[config.mk]
export PLATFORM = sky130hd
export DESIGN_NAME = sweep_ctrl
export DESIGN_NICKNAME = d
export VERILOG_FILES = /design/src/rtl/sweep_ctrl.sv
export SDC_FILE = /design/constraint.sdc
export NUM_CORES = 1
export LEC_CHECK = 0
export BUFFER_PORTS_ARGS = -buffer_cell sky130_fd_sc_hd__buf_2
export CAP_MARGIN = 5
export CORE_ASPECT_RATIO = 1.5
export CORE_UTILIZATION = 35
export CTS_CLUSTER_SIZE = 10
export DETAILED_ROUTE_END_ITERATION = 16
export GPL_TIMING_DRIVEN = 0
export MAX_ROUTING_LAYER = met4
export PLACE_DENSITY_LB_ADDON = 0.08
export SLEW_MARGIN = 0
export SYNTH_ARGS = -nofsm -noshare
export SYNTH_HDL_FRONTEND = slang
export SYNTH_SLANG_ARGS = --single-unit
[constraint.sdc]
create_clock -name clk -period 7.71 [get_ports clk]
set_input_delay 0 -clock clk [delete_from_list [all_inputs] [get_ports clk]]
set_output_delay 0 -clock clk [all_outputs]
set_load 0.03 [all_outputs]
[src/rtl/sweep_ctrl.sv]
// Frequency-sweep (chirp) controller driving the DDS frequency word.
// Optional triangle (up then down) sweep: define SWEEP_CTRL_TRIANGLE_EN.
module sweep_ctrl #(
    parameter int PW  = 32,
    parameter int DWW = 16
) (
    input  logic                 clk,
    input  logic                 rst_n,
    input  logic                 en,
    input  logic                 start,
    input  logic                 abort,
    input  logic signed [PW-1:0] fStart,
    input  logic signed [PW-1:0] fStop,
    input  logic        [PW-1:0] fStep,
    input  logic       [DWW-1:0] dwell,
    output logic signed [PW-1:0] freq,
    output logic                 busy,
    output logic                 done,
    output logic                 stepStb
);

`ifdef SWEEP_CTRL_TRIANGLE_EN
    typedef enum logic [1:0] {
        IDLE = 2'd0,
        UP   = 2'd1,
        DOWN = 2'd2
    } state_t;
`else
    typedef enum logic [1:0] {
        IDLE = 2'd0,
        UP   = 2'd1
    } state_t;
`endif

    state_t                state_q;
    logic signed [PW-1:0]  freq_q;
    logic signed [PW-1:0]  stop_q;
    logic        [PW-1:0]  step_q;
    logic       [DWW-1:0]  dwell_q;
    logic       [DWW-1:0]  cnt_q;
    logic                  busy_q;
    logic                  done_q;
    logic                  stb_q;

    logic signed [PW:0]    up_sum;
    logic signed [PW:0]    stop_ext;
    logic signed [PW-1:0]  freq_up_d;
    logic                  dwell_done;
    logic                  at_stop;

    // One bit of headroom keeps freq+step from wrapping before the clamp.
    always_comb begin
        stop_ext   = $signed({stop_q[PW-1], stop_q});
        up_sum     = $signed({freq_q[PW-1], freq_q}) + $signed({1'b0, step_q});
        freq_up_d  = (up_sum >= stop_ext) ? stop_q : up_sum[PW-1:0];
        dwell_done = (cnt_q == dwell_q);
        at_stop    = (freq_q >= stop_q);
    end

`ifdef SWEEP_CTRL_TRIANGLE_EN
    logic signed [PW-1:0]  start_q;
    logic signed [PW:0]    dn_sum;
    logic signed [PW:0]    start_ext;
    logic signed [PW-1:0]  freq_dn_d;
    logic                  at_start;

    always_comb begin
        start_ext = $signed({start_q[PW-1], start_q});
        dn_sum    = $signed({freq_q[PW-1], freq_q}) - $signed({1'b0, step_q});
        freq_dn_d = (dn_sum <= start_ext) ? start_q : dn_sum[PW-1:0];
        at_start  = (freq_q <= start_q);
    end
`endif

    always_ff @(posedge clk) begin
        if (!rst_n) begin
            state_q <= IDLE;
            freq_q  <= '0;
            stop_q  <= '0;
            step_q  <= '0;
            dwell_q <= '0;
            cnt_q   <= '0;
            busy_q  <= 1'b0;
            done_q  <= 1'b0;
            stb_q   <= 1'b0;
`ifdef SWEEP_CTRL_TRIANGLE_EN
            start_q <= '0;
`endif
        end else if (en) begin
            done_q <= 1'b0;
            stb_q  <= 1'b0;
            case (state_q)
                IDLE: begin
                    if (start && !abort) begin
                        stop_q  <= fStop;
                        step_q  <= (fStep == '0) ? PW'(1) : fStep;
                        dwell_q <= dwell;
                        freq_q  <= fStart;
                        cnt_q   <= '0;
                        busy_q  <= 1'b1;
                        stb_q   <= 1'b1;
                        state_q <= UP;
`ifdef SWEEP_CTRL_TRIANGLE_EN
                        start_q <= fStart;
`endif
                    end
                end
                UP: begin
                    if (abort) begin
                        state_q <= IDLE;
                        busy_q  <= 1'b0;
                    end else if (!dwell_done) begin
                        cnt_q <= cnt_q + 1'b1;
                    end else begin
                        cnt_q <= '0;
                        if (!at_stop) begin
                            freq_q <= freq_up_d;
                            stb_q  <= 1'b1;
                        end else begin
`ifdef SWEEP_CTRL_TRIANGLE_EN
                            // A degenerate sweep (start >= stop) has nothing to descend.
                            if (start_q < stop_q) begin
                                state_q <= DOWN;
                                freq_q  <= freq_dn_d;
                                stb_q   <= 1'b1;
                            end else begin
                                state_q <= IDLE;
                                busy_q  <= 1'b0;
                                done_q  <= 1'b1;
                            end
`else
                            state_q <= IDLE;
                            busy_q  <= 1'b0;
                            done_q  <= 1'b1;
`endif
                        end
                    end
                end
`ifdef SWEEP_CTRL_TRIANGLE_EN
                DOWN: begin
                    if (abort) begin
                        state_q <= IDLE;
                        busy_q  <= 1'b0;
                    end else if (!dwell_done) begin
                        cnt_q <= cnt_q + 1'b1;
                    end else begin
                        cnt_q <= '0;
                        if (!at_start) begin
                            freq_q <= freq_dn_d;
                            stb_q  <= 1'b1;
                        end else begin
                            state_q <= IDLE;
                            busy_q  <= 1'b0;
                            done_q  <= 1'b1;
                        end
                    end
                end
`endif
                default: begin
                    state_q <= IDLE;
                    busy_q  <= 1'b0;
                end
            endcase
        end
    end

    // Pulses survive an en=0 stall and show on the next enabled cycle.
    assign freq    = freq_q;
    assign busy    = busy_q;
    assign done    = done_q & en;
    assign stepStb = stb_q & en;

endmodule

* After elaboration in Yosys (flattened, before gate mapping)
Index checks and enable logic that the tools add are counted.
** Word-level totals
- Register bits :: 133
- Output and inout bits :: 35
** Operators by class
- Add/sub/neg operators :: 2
- Magnitude comparators :: 2
- Equality and inequality tests :: 8
- Muxes and demuxes :: 30
- Bitwise gates (word level) :: 2
- Reduce and logical (&&, ||, !) cells :: 9
** Operators with widths (count)
- $mux W32 :: 6
- $pmux W32 S2 :: 1
- $mux W16 :: 3
- $add A32 B33 Y33 :: 1
- $ge A33 B32 Y1 :: 1
- $ge A32 B32 Y1 :: 1
- $logic_not A32 Y1 :: 1
- $pmux W16 S2 :: 1
- $add A16 B1 Y16 const B :: 1
- $eq A16 B16 Y1 :: 1
- $mux W1 :: 12
- $mux W2 :: 4
- $ne A2 B2 Y1 const B :: 4
- $reduce_and A4 Y1 :: 2
- $ne A3 B3 Y1 const B :: 2
- $reduce_and A6 Y1 :: 1
- $pmux W1 S2 :: 2
- $pmux W2 S2 :: 1
- $reduce_and A3 Y1 :: 1
- $and A1 B1 Y1 :: 2
- $eq A2 B1 Y1 const B :: 1
- $logic_not A2 Y1 :: 1
- $reduce_bool A2 Y1 :: 1
- $logic_and A1 B1 Y1 :: 1
- $logic_not A1 Y1 :: 1

* Longest topological paths before layout
Gate-level depths: netlist of the first run.
- Depth after elaboration :: 7
- Gate-level depth with buffers :: 22
- Gate-level depth less buffers :: 20

* Worst setup path after synthesis of the first run
Ideal clock, no wire load.
- Path kind :: reg-to-reg
- From :: register freq_q[0], in the netlist freq[0]
- To :: register freq_q[22], in the netlist freq[22]
- Setup time :: 117 ps
- Arrival :: 4343 ps
- Required time :: 7593 ps
- Path slack :: 3250 ps
- Stages on the path, launching flop included :: 20
- Buffers on the path :: 1
- Cell sequence :: dfxtp_1 -> ha_1 -> fa_1 -> a211oi_1 -> o211ai_1 -> a31oi_1 -> o21bai_1 -> a21boi_1 -> o31ai_1 -> xor2_1 -> ha_1 -> nand2_1 -> nor3_1 -> nand2_1 -> a2111oi_0 -> o22ai_1 -> and2_1 -> clkbuf_1 -> a221o_1 -> a22o_1
** Between the ends
- Longest elaborated chain between the ends :: 7
** Ends and longest elaborated chain
- start, declared :: line 36 : logic signed [PW-1:0] freq_q;
- start signal, assigned :: line 98 : freq_q <= fStart;
- start signal, assigned :: line 117 : freq_q <= freq_up_d;
- $add A32 B33 Y33 :: line 54 : up_sum = $signed({freq_q[PW-1], freq_q}) + $signed({1'b0, step_q});
- $ge A33 B32 Y1 :: line 55 : freq_up_d = (up_sum >= stop_ext) ? stop_q : up_sum[PW-1:0];
- $mux W32 :: line 55
- $mux W32 :: line 116 : if (!at_stop) begin
- $mux W32 :: line 112 : end else if (!dwell_done) begin
- $mux W32 :: line 109 : if (abort) begin
- $pmux W32 S2 :: line 92 : case (state_q)
Parallel ways exist; a longest one is shown, timed or not. The select of a mux whose other input is x is not followed.
A chain may end at the register's enable or synchronous reset.

* Worst setup path in the final report of the first run
Ends and elaborated chain as after synthesis.

==> metrics.txt, run 1 <==
clock period minus worst slack=6320 ps; critical path capture point type=flop; period utilization=0.820; Slew @ Worst Pin=976 ps; Die W=132 µm; Avg Cell Area, Syn=8.04 µm²; top_reg_cell synth=dfxtp_1; most common cell after layout, fill and taps aside=nand2_1; Port Buf Inserts=~150; slowest stage cell, crit path=a2111oi_0; Max IR drop VDD=0.172 mV; data arrival time of the worst path=6640 ps; placed insts=1,577; CP Launch Point=freq[0]; CP max stage delay=about 710 ps; hold_ws=between 30 and 40 ps; DR WL/cell=around 19 µm; layout cells sized above 1=0.139; clk_lat worst skew=440 ps; worst-path cell chain=ha_1 > fa_1 > a211oi_1 > o211ai_1 > a31oi_1 > o21bai_1 > a21boi_1 > o31a_1 > xnor2_1 > ha_1 > nand3_1 > nor3_1 > nand2_1 > a2111oi_0 > o22ai_1 > and2_1 > clkbuf_1 > a221o_1 > a22o_1; Routed WL=33.5 mm; final setup fails=0; CTS tree=built; Starting Density=0.360; Hold Startpoint=fStart[27]; row cnt=70; vias in the first global route=8,976; initial antenna violation count=0; Post-synth EDFFs=0; CTS Buffer Depth=2; Static Leak=approximately 5.0 nW; cell mode on critical path=ha_1; hold crit path type=input pin to flop; diode count=0; IO Count=152; most frequent cells in the layout=nand2_1 (197), buf_2 (159), dfxtp_1 (131); Worst Path Max Fanout=10; CTS sink count=131; CTS clk-pin slew, worst paths=60 ps; max cap viols=0; antenna-violating nets left=0; cts bufs inserted=17; Yosys reg bits=approximately 130; gr ovfl total=0; final setup TNS=0 ps; Total GRT Usage=0.271; Max Slew Vio Count=0; Ys Warns=0; post-DP HPWL=25.2 mm; post-route insts no fill=1,722; max_slew headroom=0.349; Async S/R FF share, synth=0; global placement routability congestion=0.939; Area growth, synth to finish=32.6%; sequential share of the synthesized area=0.296; cells after synthesis=1,102; Die Area=about 26,000 µm²; FMAX=158 MHz; Critical Path RT=8030 ps; critical path class=flop to flop; cell area power density=179 nW/µm²; PostCTS Resize Cnt=0; Hold Fails Final Rpt=0; Final Skew=8.21 ps; # DRC=0; first-pass GRT wire length=between 50 and 60 mm; beginning of the worst register-to-register path=freq[0]; Die Y-Extent=between 150 and 200 µm; DRT iter0 DRCs=roughly 550; DR vias=9,155; root buf cell=clkbuf_16; fin nets=1,602; Critical Path Source Type=flop; H-tree depth=4; status=finished clean; synth unique cells=57; RSZ-0062 raised after global routing=no; Via density=5.32; Net Count, Synth=1,318; CORE AREA=24,600 µm²; largest net degree at the start of global routing=17; drt pass-1 iters=5; synthesized area=around 9000 µm²
[area by class of cell]
cell class / instances / area, µm²
well taps: 324 / 405
multi-input cells: 869 / 5820
inverters: 51 / 191
repair buffers: 265 / 1900
flip-flops and latches: 131 / 2620
plain buffers: 51 / 220
clock inverters: 11 / 128
fillers: 2521 / 12900
clock buffers: 20 / 457
[synthesized netlist by cell type, drive strengths merged (2+ instances only)]
cell,number,share of area
nand2,197,0.083
dfxtp,131,0.30
ha,98,0.14
a21boi,82,0.070
a21oi,69,0.039
nor2,56,0.024
inv,50,0.021
xnor2,43,0.043
clkbuf,41,0.017
o21ai,41,0.023
a21o,28,0.024
nand4,23,0.016
a31oi,17,0.014
a22o,16,0.016
and3,15,0.011
nor3,15,0.0085
mux2i,13,0.015
nor4,13,0.011
nand3,12,0.0068
nor2b,12,0.0085
xor2,12,0.012
buf,10,0.0075
nand2b,10,0.0071
o21a,9,0.0076
a211oi,8,0.0068
o211ai,8,0.0068
and2,7,0.0049
a221oi,6,0.0059
o21bai,6,0.0051
and4,5,0.0049
o2bb2ai,5,0.0049
a2111oi,4,0.0040
a221o,4,0.0045
a32o,4,0.0045
o32ai,4,0.0040
or3,4,0.0028
o22ai,3,0.0021
o31a,3,0.0030
o31ai,3,0.0025
nand3b,2,0.0017
nor4b,2,0.0020
[per-layer routing]
metal	part of all wire	global-route usage	vias to the layer above
met5	0	-	-
met4	0.037	0.110	0
met3	0.039	0.0381	61
met2	0.50	0.468	259
met1	0.43	0.315	4304
li1	-	-	4531
[report_power, final]
group          internal, W  switching (W)  leakage [nW]
logic             0.000214       0.000333          3.65
registers         0.000701      0.0000262          1.06
clock network     0.000493       0.000337         0.279
total              0.00141       0.000696          4.99
[path summary, 6_finish.rpt]
kind,endpoint,slack [ps],cells after the start
setup / recovery,freq[22],1390,19
hold / removal,freq[27],40,4
setup reg to reg,freq[22],1390,19
hold reg to reg,stop_q[17],460,2
[critical path, delay by kind of cell (launching register included)]
family | cells | cell delay [ps]
AOI/OAI and AO/OA | 10 | 3510
xor gates and xnor gates | 1 | 110
adders and majority gates | 3 | 990
buffers and inverters | 1 | 350
DFF | 1 | 350
and+or+nand+nor | 4 | 900
[cells by family (layout without fill, tap and decap cells)]
kind of cell,count (synthesis),in the layout,share of synthesized area
AOI/OAI and AO/OA,326,326,0.253
xor gates and xnor gates,55,55,0.0544
adders and majority gates,99,99,0.141
buffers and inverters,102,398,0.0465
DFF,131,131,0.296
muxes,13,13,0.0147
and+or+nand+nor,376,376,0.194
[flip-flops by register name, indices dropped and copies added (netlist names)]
register,count
dwell_q,16
stop_q,32
stb_q,1
busy,1
freq,32
cnt_q,16
done_q,1
step_q,32
[what timing repair did]
| action | in CTS | in global routing |
|---|---|---|
| buffers inserted | 0 | 0 |
| endpoints found under the hold margin | 114 | 0 |
| hold buffers | 114 | 0 |
[per-stage QoR]
step | util | worst slack [ps] | total power (W) | instance area, µm²
floorplan | - | 3250 | 0.00104 | 8860
global placement | 0.407 | 1610 | 0.00124 | 10000
CTS | 0.477 | 1610 | 0.00212 | 11700
detailed placement | 0.407 | 1670 | 0.00124 | 10000
global route | 0.477 | 1200 | 0.00219 | 11700
finish | 0.477 | 1390 | 0.00210 | 11700
Note: power is estimated with default switching activity, not from simulation.
==> run 2: changes to the inputs <==
clock period = 5.5 ns   (was 7.71 ns; I/O delays follow)
==> run 2 against run 1 <==
Effect of this change: register-to-register slack got worse by 1200 ps; via count decreased by 0.66%; highest routed layer unchanged; fmax increased by 20%; clock power increased by 41%; critical path depth decreased by 1; critical endpoint is now freq[21]; utilization increased by 0.30 points.
==> metrics.txt, run 2 (synthesis gave the netlist of run 1 again) <==
IO Count=152 (unchanged); CTS clk-pin slew, worst paths=60 ps (about the same); Die Y-Extent=197 µm (unchanged); H-tree depth=4 (unchanged); Routed WL=33.6 mm (+0.37%); status=finished clean; RSZ-0062 raised after global routing=no; max_slew headroom=0.348 (-0.00177); data arrival time of the worst path=5610 ps (-1030 ps); max cap viols=0 (unchanged); final setup fails=0 (unchanged); Hold Fails Final Rpt=0 (unchanged); DR vias=9,095 (-0.66%); post-DP HPWL=25.2 mm (unchanged); met1 GRT Util=0.315 (about the same); CORE AREA=24,600 µm² (unchanged); CTS sink count=131 (unchanged); cell area power density=252 nW/µm² (+40%); critical path class=flop to flop; Die W=132 µm (unchanged); hold crit path type=input pin to flop; period utilization=0.961 (+0.141); gr ovfl total=0 (unchanged); antenna-violating nets left=0 (unchanged); fin nets=1,602 (unchanged); Max Slew Vio Count=0 (unchanged); drt pass-1 iters=5 (unchanged); final setup TNS=0 ps (unchanged); FMAX=189 MHz (+20%); DR WL/cell=19.5 µm (+0.37%); layout cells sized above 1=0.147 (+0.00787); Critical Path RT=5820 ps (-2210 ps); Worst Path Max Fanout=10 (unchanged); diode count=0 (unchanged); largest net degree at the start of global routing=17 (unchanged); critical path capture point type=flop; Final Skew=9.05 ps (+0.836 ps); clock period minus worst slack=5290 ps (-1030 ps); initial antenna violation count=0 (unchanged); DRT iter0 DRCs=481 (-13%); placed insts=1,577 (unchanged); Starting Density=0.360 (unchanged); first-pass GRT wire length=51.2 mm (about the same); root buf cell=clkbuf_16; Port Buf Inserts=151 (unchanged); most common cell after layout, fill and taps aside=nand2_1; post-route insts no fill=1,722 (unchanged); Die Area=26,000 µm² (unchanged); Static Leak=5.01 nW (+0.35%); CTS Buffer Depth=2 (unchanged); Critical Path Source Type=flop; post-layout util=0.480 (+0.00300); # DRC=0 (unchanged); most frequent cells in the layout=nand2_1 (197), buf_2 (157), dfxtp_1 (131); met2 Usage GRT=0.468 (unchanged); CTS tree=built; Max IR drop VDD=0.242 mV (+40%); global placement routability congestion=0.939 (unchanged); Final Instance Area=11,800 µm² (+0.63%); Total GRT Usage=0.271 (about the same); Cell Area, Placed=10,000 µm² (unchanged); clk_lat worst skew=440 ps (about the same); M3 GR Usage=0.0381 (unchanged); row cnt=70 (unchanged); Via density=5.28 (-0.66%); Slew @ Worst Pin=979 ps (+2.65 ps); Most Crowded Layer GR=met2; vias in the first global route=8,975 (-0.011%); Area growth, synth to finish=33.4%; setup repair bufs after CTS=0 (unchanged); cts bufs inserted=17 (unchanged)
[run 2: cell counts in the layout (fill, tap and decap cells not counted)]
No cell type changed its count.
[run 2: layout make-up]
type / instances / area (µm²)
timing repair buffer: 265 / 1900
tap: 324 / 405
multi-input combinational: 869 / 5890
fill: 2510 / 12800
inverter: 51 / 191
clock inverter: 11 / 128
clock buffer: 20 / 457
sequential: 131 / 2620
buffer: 51 / 228
[run 2: per-layer routing]
| metal | part of all wire | vias to the layer above |
|---|---|---|
| met4 | 0.033 | 0 |
| met3 | 0.037 | 52 |
| met1 | 0.43 | 4294 |
| li1 | - | 4518 |
| met5 | 0 | - |
| met2 | 0.50 | 231 |
[run 2: through the flow]
stage | hold slack [ps] | setup slack (ps) | power [W]
5_1_grt | 43.1 | 9.14 | 0.00309
3_3_place_gp | 250 | -597 | 0.00174
2_1_floorplan | 145 | 1040 | 0.00145
6_report | 41.4 | 215 | 0.00297
4_1_cts | 11.0 | 110 | 0.00298
3_5_place_dp | 259 | -537 | 0.00174
[run 2: timing repair]
item	in CTS	in global routing
pin swaps	0	1
gates cloned	0	0
hold buffers	114	0
gates resized for setup	9	7
endpoints found under the hold margin	114	0
setup endpoints to repair	32	31
[run 2: report_power, final]
group	switching (W)	internal, W
clock network	0.000475	0.000691
logic	0.000477	0.000310
registers	0.0000368	0.000983
[run 2: final timing paths]
path | from | to | slack (ps) | cells after the start
min | fStart[27] | freq[27] | 40 | 4
max | freq[18] | freq[21] | 210 | 18
min reg2reg | stop_q[17] | stop_q[17] | 460 | 2
max reg2reg | freq[18] | freq[21] | 210 | 18
[run 2: critical path: stages, from the launching register on]
cell and delay [ps]:
dfxtp_1 360, ha_1 410, a21oi_1 280, o21ai_0 140, a2111oi_0 750, o31a_1 220
o21ai_0 130, a31oi_1 210, xnor2_1 120, ha_1 330, nand2_1 70, nor3_1 270
nand2_1 210, a2111oi_4 360, o22ai_4 200, and2_1 260, clkbuf_2 290, a221o_1 390
a22o_1 180
